$ cat config.mk
export PLATFORM = sky130hd
export DESIGN_NAME = risc32_bus_arbiter
export DESIGN_NICKNAME = d
export VERILOG_FILES = /design/src/rtl/risc32_bus_arbiter.sv
export SDC_FILE = /design/constraint.sdc
export NUM_CORES = 1
export LEC_CHECK = 0
export ABC_AREA = 1
export CAP_MARGIN = 20
export CORE_MARGIN = 8
export CORE_UTILIZATION = 40
export DETAILED_ROUTE_END_ITERATION = 16
export DONT_BUFFER_PORTS = 1
export HOLD_SLACK_MARGIN = 0.08
export SYNTH_ARGS = -nofsm -noshare
export SYNTH_HDL_FRONTEND = slang
export SYNTH_SLANG_ARGS = --single-unit
$ cat constraint.sdc
create_clock -name clk -period 2.15 [get_ports clk]
set_input_delay 0.43 -clock clk [delete_from_list [all_inputs] [get_ports clk]]
set_output_delay 0.43 -clock clk [all_outputs]
set_load 0.05 [all_outputs]
$ cat src/rtl/risc32_bus_arbiter.sv
`timescale 1ns/1ps
`default_nettype none
// ============================================================================
// Module   : risc32_bus_arbiter
// Brief    : Shares the external memory bus between IF and MEM ports, fixed
//            priority MEM over IF, one outstanding transaction at a time.
//            Optional bus timeout: define RISC32_ARB_TIMEOUT_EN.
// Revision : 1.0 - initial release
// ============================================================================
module risc32_bus_arbiter #(
    parameter int TIMEOUT = 16
) (
    input  logic        clk,
    input  logic        rst,
    input  logic        if_req,
    input  logic [31:0] if_addr,
    output logic [31:0] if_rdata,
    output logic        if_ready,
    input  logic        mem_req,
    input  logic        mem_we,
    input  logic [3:0]  mem_sel,
    input  logic [31:0] mem_addr,
    input  logic [31:0] mem_wdata,
    output logic [31:0] mem_rdata,
    output logic        mem_ready,
    output logic        bus_req,
    output logic        bus_we,
    output logic [3:0]  bus_sel,
    output logic [31:0] bus_addr,
    output logic [31:0] bus_wdata,
    input  logic [31:0] bus_rdata,
    input  logic        bus_ack,
    output logic        stallreq_if,
    output logic        stallreq_mem,
    output logic        bus_err
);

    localparam logic [1:0] c_st_idle    = 2'd0;
    localparam logic [1:0] c_st_gnt_if  = 2'd1;
    localparam logic [1:0] c_st_gnt_mem = 2'd2;

    typedef enum logic [1:0] {
        ST_IDLE    = c_st_idle,
        ST_GNT_IF  = c_st_gnt_if,
        ST_GNT_MEM = c_st_gnt_mem
    } state_t;

    state_t      r_state, w_state_nxt;
    logic        r_bus_req, w_bus_req_nxt;
    logic        r_bus_we, w_bus_we_nxt;
    logic [3:0]  r_bus_sel, w_bus_sel_nxt;
    logic [31:0] r_bus_addr, w_bus_addr_nxt;
    logic [31:0] r_bus_wdata, w_bus_wdata_nxt;
    logic [31:0] r_if_rdata, w_if_rdata_nxt;
    logic [31:0] r_mem_rdata, w_mem_rdata_nxt;
    logic        r_if_ready, w_if_ready_nxt;
    logic        r_mem_ready, w_mem_ready_nxt;
    logic        w_fin;
    logic        w_fin_err;
    logic [31:0] w_fin_data;
    logic        w_if_elig;
    logic        w_mem_elig;

`ifdef RISC32_ARB_TIMEOUT_EN
    localparam logic [7:0] c_limit = 8'(TIMEOUT - 1);
    logic [7:0] r_cnt, w_cnt_nxt;
    logic       r_bus_err, w_bus_err_nxt;
`endif

    // A port in its ready cycle still holds req high; it must not be regranted.
    assign w_if_elig  = if_req  & ~r_if_ready;
    assign w_mem_elig = mem_req & ~r_mem_ready;

    always_comb begin
        w_state_nxt     = r_state;
        w_bus_req_nxt   = r_bus_req;
        w_bus_we_nxt    = r_bus_we;
        w_bus_sel_nxt   = r_bus_sel;
        w_bus_addr_nxt  = r_bus_addr;
        w_bus_wdata_nxt = r_bus_wdata;
        w_if_rdata_nxt  = r_if_rdata;
        w_mem_rdata_nxt = r_mem_rdata;
        w_if_ready_nxt  = 1'b0;
        w_mem_ready_nxt = 1'b0;
        w_fin           = 1'b0;
        w_fin_err       = 1'b0;
        w_fin_data      = bus_rdata;
`ifdef RISC32_ARB_TIMEOUT_EN
        w_cnt_nxt       = r_cnt;
        w_bus_err_nxt   = 1'b0;
`endif
        case (r_state)
            ST_IDLE: begin
                if (w_mem_elig) begin
                    w_state_nxt     = ST_GNT_MEM;
                    w_bus_req_nxt   = 1'b1;
                    w_bus_we_nxt    = mem_we;
                    w_bus_sel_nxt   = mem_sel;
                    w_bus_addr_nxt  = mem_addr;
                    w_bus_wdata_nxt = mem_wdata;
`ifdef RISC32_ARB_TIMEOUT_EN
                    w_cnt_nxt       = 8'd0;
`endif
                end else if (w_if_elig) begin
                    w_state_nxt     = ST_GNT_IF;
                    w_bus_req_nxt   = 1'b1;
                    w_bus_we_nxt    = 1'b0;
                    w_bus_sel_nxt   = 4'b1111;
                    w_bus_addr_nxt  = if_addr;
                    w_bus_wdata_nxt = 32'd0;
`ifdef RISC32_ARB_TIMEOUT_EN
                    w_cnt_nxt       = 8'd0;
`endif
                end
            end
            ST_GNT_IF, ST_GNT_MEM: begin
                w_fin = bus_ack;
`ifdef RISC32_ARB_TIMEOUT_EN
                // An ack arriving on the limit cycle takes precedence over the abort.
                if (!bus_ack) begin
                    if (r_cnt == c_limit) begin
                        w_fin      = 1'b1;
                        w_fin_err  = 1'b1;
                        w_fin_data = 32'd0;
                    end else begin
                        w_cnt_nxt = r_cnt + 8'd1;
                    end
                end
`endif
                if (w_fin) begin
                    w_state_nxt   = ST_IDLE;
                    w_bus_req_nxt = 1'b0;
                    if (r_state == ST_GNT_IF) begin
                        w_if_rdata_nxt = w_fin_data;
                        w_if_ready_nxt = 1'b1;
                    end else begin
                        w_mem_rdata_nxt = w_fin_data;
                        w_mem_ready_nxt = 1'b1;
                    end
`ifdef RISC32_ARB_TIMEOUT_EN
                    w_bus_err_nxt = w_fin_err;
`endif
                end
            end
            default: begin
                w_state_nxt   = ST_IDLE;
                w_bus_req_nxt = 1'b0;
            end
        endcase
    end

    always_ff @(posedge clk) begin
        if (rst) begin
            r_state     <= ST_IDLE;
            r_bus_req   <= 1'b0;
            r_bus_we    <= 1'b0;
            r_bus_sel   <= 4'd0;
            r_bus_addr  <= 32'd0;
            r_bus_wdata <= 32'd0;
            r_if_rdata  <= 32'd0;
            r_mem_rdata <= 32'd0;
            r_if_ready  <= 1'b0;
            r_mem_ready <= 1'b0;
`ifdef RISC32_ARB_TIMEOUT_EN
            r_cnt       <= 8'd0;
            r_bus_err   <= 1'b0;
`endif
        end else begin
            r_state     <= w_state_nxt;
            r_bus_req   <= w_bus_req_nxt;
            r_bus_we    <= w_bus_we_nxt;
            r_bus_sel   <= w_bus_sel_nxt;
            r_bus_addr  <= w_bus_addr_nxt;
            r_bus_wdata <= w_bus_wdata_nxt;
            r_if_rdata  <= w_if_rdata_nxt;
            r_mem_rdata <= w_mem_rdata_nxt;
            r_if_ready  <= w_if_ready_nxt;
            r_mem_ready <= w_mem_ready_nxt;
`ifdef RISC32_ARB_TIMEOUT_EN
            r_cnt       <= w_cnt_nxt;
            r_bus_err   <= w_bus_err_nxt;
`endif
        end
    end

    assign bus_req      = r_bus_req;
    assign bus_we       = r_bus_we;
    assign bus_sel      = r_bus_sel;
    assign bus_addr     = r_bus_addr;
    assign bus_wdata    = r_bus_wdata;
    assign if_rdata     = r_if_rdata;
    assign mem_rdata    = r_mem_rdata;
    assign if_ready     = r_if_ready;
    assign mem_ready    = r_mem_ready;
    assign stallreq_if  = if_req  & ~r_if_ready;
    assign stallreq_mem = mem_req & ~r_mem_ready;

`ifdef RISC32_ARB_TIMEOUT_EN
    assign bus_err = r_bus_err;
`else
    // Constant 0 for any legal TIMEOUT; no abort path exists in this build.
    assign bus_err = (TIMEOUT < 0);
`endif

endmodule
`default_nettype wire

# Yosys cells after proc, flatten, opt, wreduce, memory -nomap -nowiden
# Index checks and enable logic that the tools add are counted.
dict set report op_classes {
  n_eq_ne 4
  reduce_logical 8
  n_mux 18
  n_bitwise 7
}
# op count
set ops {}
lappend ops {{$mux 32} 4}
lappend ops {{$mux 4} 2}
lappend ops {{$mux 1} 7}
lappend ops {{$mux 2} 3}
lappend ops {{$reduce_and 3->1} 2}
lappend ops {{$not 1->1} 5}
lappend ops {{$pmux 2 s2} 1}
lappend ops {{$reduce_and 2->1} 2}
lappend ops {{$ne 3x3->1 const B} 1}
lappend ops {{$reduce_or 3->1} 1}
lappend ops {{$and 1x1->1} 2}
lappend ops {{$eq 2x1->1 const B} 1}
lappend ops {{$eq 2x2->1 const B} 1}
lappend ops {{$logic_not 2->1} 1}
lappend ops {{$ne 2x2->1 const B} 1}
lappend ops {{$pmux 1 s2} 1}
lappend ops {{$reduce_bool 2->1} 1}
lappend ops {{$reduce_or 2->1} 1}
dict set report word_totals {
  register_bits 138
  output_inout_bits 139
  in_bits 138
}

# Logic depth before layout (Yosys ltp)
# Gate-level depths: netlist of the first run.
dict set report logic_depth {
  word_depth 5
  depth_mapped 8
  mapped_depth_nobuf 7
}

# Least setup slack after synthesis of the first run
# Ideal clock, no wire load.
dict set report synth_timing {
  path_type {register to output}
  startpoint {register r_mem_ready, in the netlist mem_ready}
  endpoint {output port stallreq_mem}
  arrival_ns 1.122
  path_buffers 1
  stages_incl_launch_ff 5
  path_slack_ns 0.598
  path_cell_list {dfxtp_1 -> inv_2 -> nand2_4 -> inv_2 -> buf_2}
}
dict set report synth_via {
  elab_chain_cells 2
}
# element line_no
set synth_lines {}
lappend synth_lines {{from (decl)} 57} ;# logic r_mem_ready, w_mem_ready_nxt;
lappend synth_lines {{from (signal assigned)} 178} ;# r_mem_ready <= w_mem_ready_nxt;
lappend synth_lines {{$not 1->1} 196} ;# assign stallreq_mem = mem_req & ~r_mem_ready;
lappend synth_lines {{$and 1x1->1} 196}
lappend synth_lines {{to (decl)} 34} ;# output logic stallreq_mem,
# Every way passes these cells.

# Worst setup path in the final report of the first run
# Ends and elaborated chain as after synthesis.

==> impl_metrics.tcl, run 1 <==
set metrics [dict create \
    critical_path_class "flip-flop to output port" \
    dr.pass1.iters 4 \
    routedWlPerCell_um 18.0 \
    crit_start "mem_ready" \
    viasPerCell 5.11 \
    synth_fp_nets 862 \
    yosys-top-cells-count "nand2_1, nor2_1, dfxtp_1" \
    die_area_sq_um 17100 \
    skew_ns 0.00717 \
    cp_common_cell "inv_2" \
    end_kind "output port" \
    fin_crit_ns 1.95 \
    grt_max_degree 43 \
    synthCells 721 \
    reg2reg_to "bus_wdata[30]" \
    rsz0062_at_grt "false" \
    synth_xor_area_frac 0 \
    track_usage 0.178 \
    max_stage_delay_ns 0.36 \
    slew_violations 0 \
    grt_pass1_vias 4129 \
    nets 847 \
    endpoint "stallreq_mem" \
    synth_top_family_by_area "simple AND/OR/NAND/NOR gates" \
    max_slew_margin 0.611 \
    synth_warnings 0 \
    die_w_um 131 \
    syn-cell-area_sq_um 5280 \
    fp-row-count 42 \
    cp_num_buf_inv 3 \
    drv_cap 0 \
    finalInstanceArea_sq_um 6100 \
    core_sq_um 13100 \
    ys_seq_elements 138 \
    cp_top_family "buffers and inverters" \
    drc 0 \
    cts_buffer_depth 2 \
    worst_setup_hold_path_clk_slew_ns 0.06 \
    syn_to_final_growth_pct 15.5 \
    yosysTopAreaCell "dfxtp_1" \
    placed_area_sq_um 5360 \
    yosysMostFrequentCell "nand2_1" \
    synth_fa_ha_area_frac 0.00710 \
    chipHeight_um 131 \
    required_ns 1.72 \
    io_pins 277 \
    yosys.area_share.simple 0.250 \
    path_depth 4 \
    postSynth.asyncResetShare 0 \
    clock_sinks 138 \
    hold_class "input pin to flip-flop" \
    fin_tns_setup_ns 0 \
    ctsHoldBuffers 2 \
    worstSkewPairLatency_ns 0.41 \
    crit_chain "inv_2 > nand2_4 > inv_2 > buf_4" \
    hold_violations 0 \
    final_layout_size_suffix_gt1_frac 0.0779 \
    antenna_found_initial 0 \
    post_cts_buffers 0 \
    cp_slowest_cell "buf_4" \
    vias 4570 \
    max_freq_mhz 513 \
    yosysUniqueCellTypes 22 \
    r2r_start "mem_ready" \
    ant_nets 0 \
    synth_edf_count 0 \
    power_leakage_nw 2.58 \
    cts_root_buf "clkbuf_16" \
    io_buffers 0 \
    synth.area.top_cells "dfxtp_1, nand2_1, nor2_1, o21ai_0, a21oi_1" \
    first_iter_violations 243 \
    num_antenna_cells 0 \
    grt_first_pass_wirelength_um 23100 \
    overflow 0 \
    ctsHtreeMaxLevel 4 \
    r2r_slack_ns 0.44 \
    fin_crit_sh 0.907 \
    routed_wl_um 16200 \
    cts_tree "yes" \
    crit_fanout 18 \
    arrival_ns 1.52 \
    hpwlAfterDp_um 11800 \
    cp-start-kind "flip-flop" \
    worst_pin_slew_ns 0.583 \
    gp_congestion 0.933 \
    yosysTopAreaCellShare 0.523 \
    ctsResizeCount 0 \
    synth_mux_area_frac 0 \
    p_per_area_nw_per_um2 1280 \
    synth.yosys.seq_area_share 0.523 \
    synth_compound_area_frac 0.163 \
    cts_buffers 17 \
    synthFlopType "dfxtp_1" \
    syn_area_per_cell_sq_um 7.33 \
    start_util 0.404 \
    status "complete, no violations" \
    setup_violations 0 \
    r2r_cells 7 \
    hold_path_depth 2 \
    ir_worst_vdd_v 0.000607 \
]
-- kinds of logic after synthesis --
group / Yosys count
fa+ha+maj: 3
simple gates: 345
other cells: 1
buf+inv: 62
flops: 138
compound gates: 172
-- metal layers --
metal / track usage / wire, um
met5: 0 / 0
met4: 0.0743 / 227
met3: 0.0869 / 2100
met2: 0.303 / 7990
met1: 0.183 / 5840
-- cells in the final DEF (no fill, tap or decap), drive strengths merged --
master and instances:
a21oi 72, nor3 1, dfxtp 138, dlygate4sd3 1, conb 1, nor2 165
buf 16, nand2 175, clkbuf 21, nand4 1, nor3b 1, nand3 2
clkinv 4, o21ai 100, bufinv 5, ha 3, inv 12, clkinvlp 1
-- registers in the layout, indices dropped and copies added (netlist names) --
signal	count
bus_addr	32
bus_wdata	32
if_rdata	32
mem_rdata	32
bus_sel	4
r_state	2
bus_req	1
bus_we	1
if_ready	1
mem_ready	1
-- final cells by class --
type,instances,area [sq um]
well taps,176,220
repair buffers,17,195
fillers,1336,6980
flip-flops and latches,138,2760
clock inverters,11,190
inverters,11,41.3
multi-input cells,521,2220
clock buffers,21,470
-- how the worst min path moves through the flow --
stage                               end     startpoint
after floorplan              r_state[1]     r_state[1]
after global placement       r_state[1]     r_state[1]
after detailed placement     r_state[1]     r_state[1]
after CTS                 mem_rdata[25]  bus_rdata[25]
after global routing      mem_rdata[25]  bus_rdata[25]
final                     mem_rdata[21]  bus_rdata[21]
-- per-stage QoR --
step / hold slack (ns) / setup slack (ns) / power (mW) / instances / utilization
after floorplan: 0.439 / 0.598 / 4.41 / 721 / -
after global placement: 0.448 / 0.277 / 4.58 / 859 / 0.410
after detailed placement: 0.451 / 0.106 / 4.61 / 859 / 0.410
after CTS: 0.132 / 0.152 / 7.85 / 893 / 0.462
after global routing: 0.131 / 0.0975 / 8.12 / 895 / 0.467
final: 0.150 / 0.199 / 7.79 / 895 / 0.467
-- power breakdown --
group | total (mW) | internal, mW | leakage (nW) | switching [mW]
clock | 3.22 | 2.15 | 0.323 | 1.07
combinational | 0.758 | 0.259 | 1.12 | 0.498
sequential | 3.81 | 2.80 | 1.13 | 1.01
Power figures use the tool's default switching activity.
==> run 2: changes to the inputs <==
clock period = 2 ns   (was 2.15 ns; I/O delays follow)
==> impl_metrics.tcl, run 2 (same netlist as run 1, synthesis figures left out) <==
set metrics [dict create \
    status "complete, no violations" \
    reg2reg_to "bus_wdata[21]" \
    hold_violations 0 \
    power_leakage_nw 2.55 \
    whs_ns 0.121 \
    utilization 0.464 \
    required_ns 1.60 \
    ctsHoldBuffers 1 \
    cp_slowest_cell "dfxtp_1" \
    ant_nets 0 \
    grt_max_degree 65 \
    worst_pin_slew_ns 0.575 \
    grt_first_pass_wirelength_um 23300 \
    fin_crit_sh 0.893 \
    viasPerCell 5.12 \
    cts_tree "yes" \
    cts_root_buf "clkbuf_16" \
    cts_buffer_depth 2 \
    cp-start-kind "flip-flop" \
    final_common_cell "nand2_1" \
    post_cts_buffers 0 \
    crit_start "mem_ready" \
    worst_setup_hold_path_clk_slew_ns 0.06 \
    die_w_um 131 \
    vias 4570 \
    dr.pass1.iters 4 \
    r2r_slack_ns 0.26 \
    drc 0 \
    io_pins 277 \
    r2r_cells 7 \
    critical_path_class "flip-flop to output port" \
    cp_common_cell "inv_2" \
    pwr-share-clk 0.406 \
    ctsResizeCount 0 \
    setup_violations 0 \
    crit_fanout 20 \
    slew_violations 0 \
    rsz0062_at_grt "false" \
    max_freq_mhz 560 \
    first_iter_violations 226 \
    track_usage 0.178 \
    core_sq_um 13100 \
    p_per_area_nw_per_um2 1360 \
    seq_power_share 0.496 \
    share_comb_of_total_power 0.098 \
    chipHeight_um 131 \
    ctsHtreeMaxLevel 4 \
    endpoint "stallreq_mem" \
    fp-row-count 42 \
    fin_crit_ns 1.79 \
    syn_to_final_growth_pct 14.9 \
    ir_worst_vdd_v 0.000642 \
    nets 845 \
    p_total_mw 8.26 \
    hold_class "input pin to flip-flop" \
    final_layout_size_suffix_gt1_frac 0.0767 \
    max_slew_margin 0.616 \
    cts_buffers 17 \
    max_stage_delay_ns 0.31 \
    routed_wl_um 16200 \
    start_util 0.404 \
    fillers 1348 \
    fin_tns_setup_ns 0 \
    p_int_mw 5.47 \
    routedWlPerCell_um 18.2 \
    end_kind "output port" \
    io_buffers 0 \
    r2r_start "mem_ready" \
    layout_common_cells "nand2_1, nor2_1, dfxtp_1, o21ai_0, a21oi_1" \
    worstSkewPairLatency_ns 0.41 \
    die_area_sq_um 17100 \
    switching_share 0.338 \
    antenna_found_initial 0 \
    netSwitchingPower_mw 2.79 \
    num_antenna_cells 0 \
    skew_ns 0.00553 \
    arrival_ns 1.39 \
    drv_cap 0 \
    overflow 0 \
    clock_sinks 138 \
    final_cell_count_no_fill 893 \
    hpwlAfterDp_um 11800 \
    crit_chain "inv_2 > nand2_4 > inv_2 > buf_12" \
    dp.cells 859 \
    gp_congestion 0.923 \
    grt_pass1_vias 4313 \
]
[run 2: power by group through the flow]
stage	logic, mW	registers (mW)	clock network, mW
2_1_floorplan	0.667	4.08	0
3_3_place_gp	0.762	4.16	0
3_5_place_dp	0.792	4.17	0
4_1_cts	0.808	4.11	3.41
5_1_grt	0.931	4.13	3.53
6_report	0.812	4.10	3.35
[run 2: worst min path at each step]
stage | startpoint | end | slack, ns | cells past startpoint
floorplan | r_state[1] | r_state[1] | 0.44 | 2
global placement | r_state[1] | r_state[1] | 0.46 | 2
detailed placement | r_state[1] | r_state[1] | 0.45 | 2
CTS | bus_rdata[21] | mem_rdata[21] | 0.10 | 2
global route | mem_wdata[31] | bus_wdata[31] | 0.11 | 2
finish | bus_rdata[23] | mem_rdata[23] | 0.12 | 2
[run 2: per-stage QoR]
step	setup slack [ns]	cell area [sq um]
after floorplan	0.478	5280
after global placement	0.291	5380
after detailed placement	0.189	5380
after CTS	0.190	6040
after global routing	0.0235	6070
final	0.214	6070
[run 2: area by class of cell]
class	count	area, sq um	share of cell area
inverters	11	41.3	0.00680
multi-input cells	521	2220	0.367
clock buffers	21	470	0.0775
clock inverters	11	168	0.0276
repair buffers	15	183	0.0301
well taps	176	220	0.0363
flip-flops and latches	138	2760	0.455
[run 2: critical path: cells and delay by family, from the launching register on]
family / cells / cell delay [ns]
flip-flops: 1 / 0.31
AND/OR/NAND/NOR: 1 / 0.10
buffers and inverters: 3 / 0.55
[run 2: metal layers]
metal,track usage,wire [um],vias up
met4,0.0945,433,0
met3,0.0824,1980,30
li1,-,-,2274
met5,0,0,-
met2,0.304,7990,214
met1,0.177,5850,2052
==> run 3: changes to the inputs <==
CORE_MARGIN = 5   (was 8)
==> impl_metrics.tcl, run 3 (same netlist as run 1, synthesis figures left out) <==
set metrics [dict create \
    antenna_found_initial 0 \
    ant_nets 0 \
    hold_violations 0 \
    p_total_mw 7.71 \
    grt_pass1_vias 4417 \
    cts_tree "yes" \
    start_util 0.404 \
    fin_crit_ns 1.82 \
    overflow 0 \
    final_layout_size_suffix_gt1_frac 0.0724 \
    cp_top_family "buffers and inverters" \
    ctsHtreeMaxLevel 4 \
    fp-row-count 42 \
    grt_first_pass_wirelength_um 24000 \
    layout_common_cells "nand2_1, nor2_1, dfxtp_1, o21ai_0, a21oi_1" \
    dp_slack_ns 0.265 \
    nets 847 \
    num_antenna_cells 0 \
    final_common_cell "nand2_1" \
    fin_tns_setup_ns 0 \
    post_cts_buffers 0 \
    worst_pin_slew_ns 0.986 \
    cp_common_cell "inv_2" \
    cts_root_buf "clkbuf_16" \
    vias 4522 \
    ir_worst_vdd_v 0.000519 \
    track_usage 0.191 \
    utilization 0.453 \
    io_pins 277 \
    cp-start-kind "flip-flop" \
    rsz0062_at_grt "false" \
    multi_input_area_sq_um 2220 \
    worst_setup_hold_path_clk_slew_ns 0.06 \
    routedWlPerCell_um 16.9 \
    max_slew_margin 0.342 \
    gp_congestion 0.924 \
    syn_to_final_growth_pct 12.3 \
    fillers 1348 \
    fin_ws_ns 0.182 \
    fin_crit_sh 0.909 \
    core_sq_um 13100 \
    cts_buffer_depth 2 \
    dp.cells 862 \
    hpwlAfterDp_um 10900 \
    arrival_ns 1.42 \
    chipHeight_um 125 \
    first_iter_violations 201 \
    final_cell_count_no_fill 894 \
    clock_sinks 138 \
    crit_fanout 33 \
    power_leakage_nw 2.49 \
    max_freq_mhz 550 \
    slew_violations 0 \
    io_buffers 0 \
    status "complete, no violations" \
    hold_class "input pin to flip-flop" \
    drc 0 \
    max_stage_delay_ns 0.32 \
    critical_path_class "flip-flop to output port" \
    setup_violations 0 \
    end_kind "output port" \
    cp_slowest_cell "dfxtp_1" \
    grt_max_degree 65 \
    die_area_sq_um 15600 \
    skew_ns 0.00727 \
    routed_wl_um 15100 \
    die_w_um 125 \
    drv_cap 0 \
    cts_buffers 17 \
    worstSkewPairLatency_ns 0.41 \
    dr.pass1.iters 5 \
    required_ns 1.60 \
    cp_num_buf_inv 4 \
    p_per_area_nw_per_um2 1300 \
    crit_chain "inv_2 > nand2_4 > inv_2 > buf_4 > buf_12" \
    viasPerCell 5.06 \
    seqCellArea_sq_um 2760 \
]
-- run 3: cell types whose count changed in the layout (fill, tap and decap cells not counted) --
cell / change
buf_4: +5
clkinv_4: -2
clkinv_2: +1
buf_12: -2
bufinv_16: -3
buf_16: -1
clkbuf_1: +4
clkbuf_8: -2
clkinvlp_4: +1
-- run 3: where the power goes --
| part | total [mW] | switching (mW) | internal (mW) |
|---|---|---|---|
| registers | 4.09 | 1.08 | 3.01 |
| clock network | 2.83 | 1.10 | 1.72 |
| logic | 0.796 | 0.527 | 0.269 |
| total | 7.71 | 2.71 | 5.01 |
-- run 3: final cells by class --
cell class / instances / area share
inverters: 11 / 0.00696
repair buffers: 17 / 0.0257
clock inverters: 8 / 0.0122
flip-flops and latches: 138 / 0.466
multi-input cells: 521 / 0.375
well taps: 176 / 0.0371
clock buffers: 23 / 0.0772
-- run 3: timing repair --
| action | CTS | global route |
|---|---|---|
| hold buffers | 1 | 0 |
| hold endpoints to repair | 38 | 0 |
| resized for setup | 0 | 0 |
-- run 3: routing by layer --
metal,GRT usage,vias up,wire length (um)
met5,0,-,0
met4,0.0842,0,448
met3,0.106,35,1800
met2,0.314,208,7210
met1,0.202,2002,5610
li1,-,2277,-
-- run 3: per-stage QoR --
stage                     cell area, sq um  hold WS [ns]
after CTS                             5930         0.107
final                                 5930         0.124
after global placement                5380         0.450
after global routing                  5930         0.100
after floorplan                       5280         0.439
after detailed placement              5380         0.448
-- run 3: worst paths after layout --
path / startpoint / to / slack [ns] / cells after the start
max: mem_ready / stallreq_mem / 0.18 / 5
min: bus_rdata[27] / mem_rdata[27] / 0.12 / 2
max reg2reg: r_state[1] / if_rdata[28] / 0.34 / 6
min reg2reg: r_state[1] / r_state[1] / 0.46 / 2
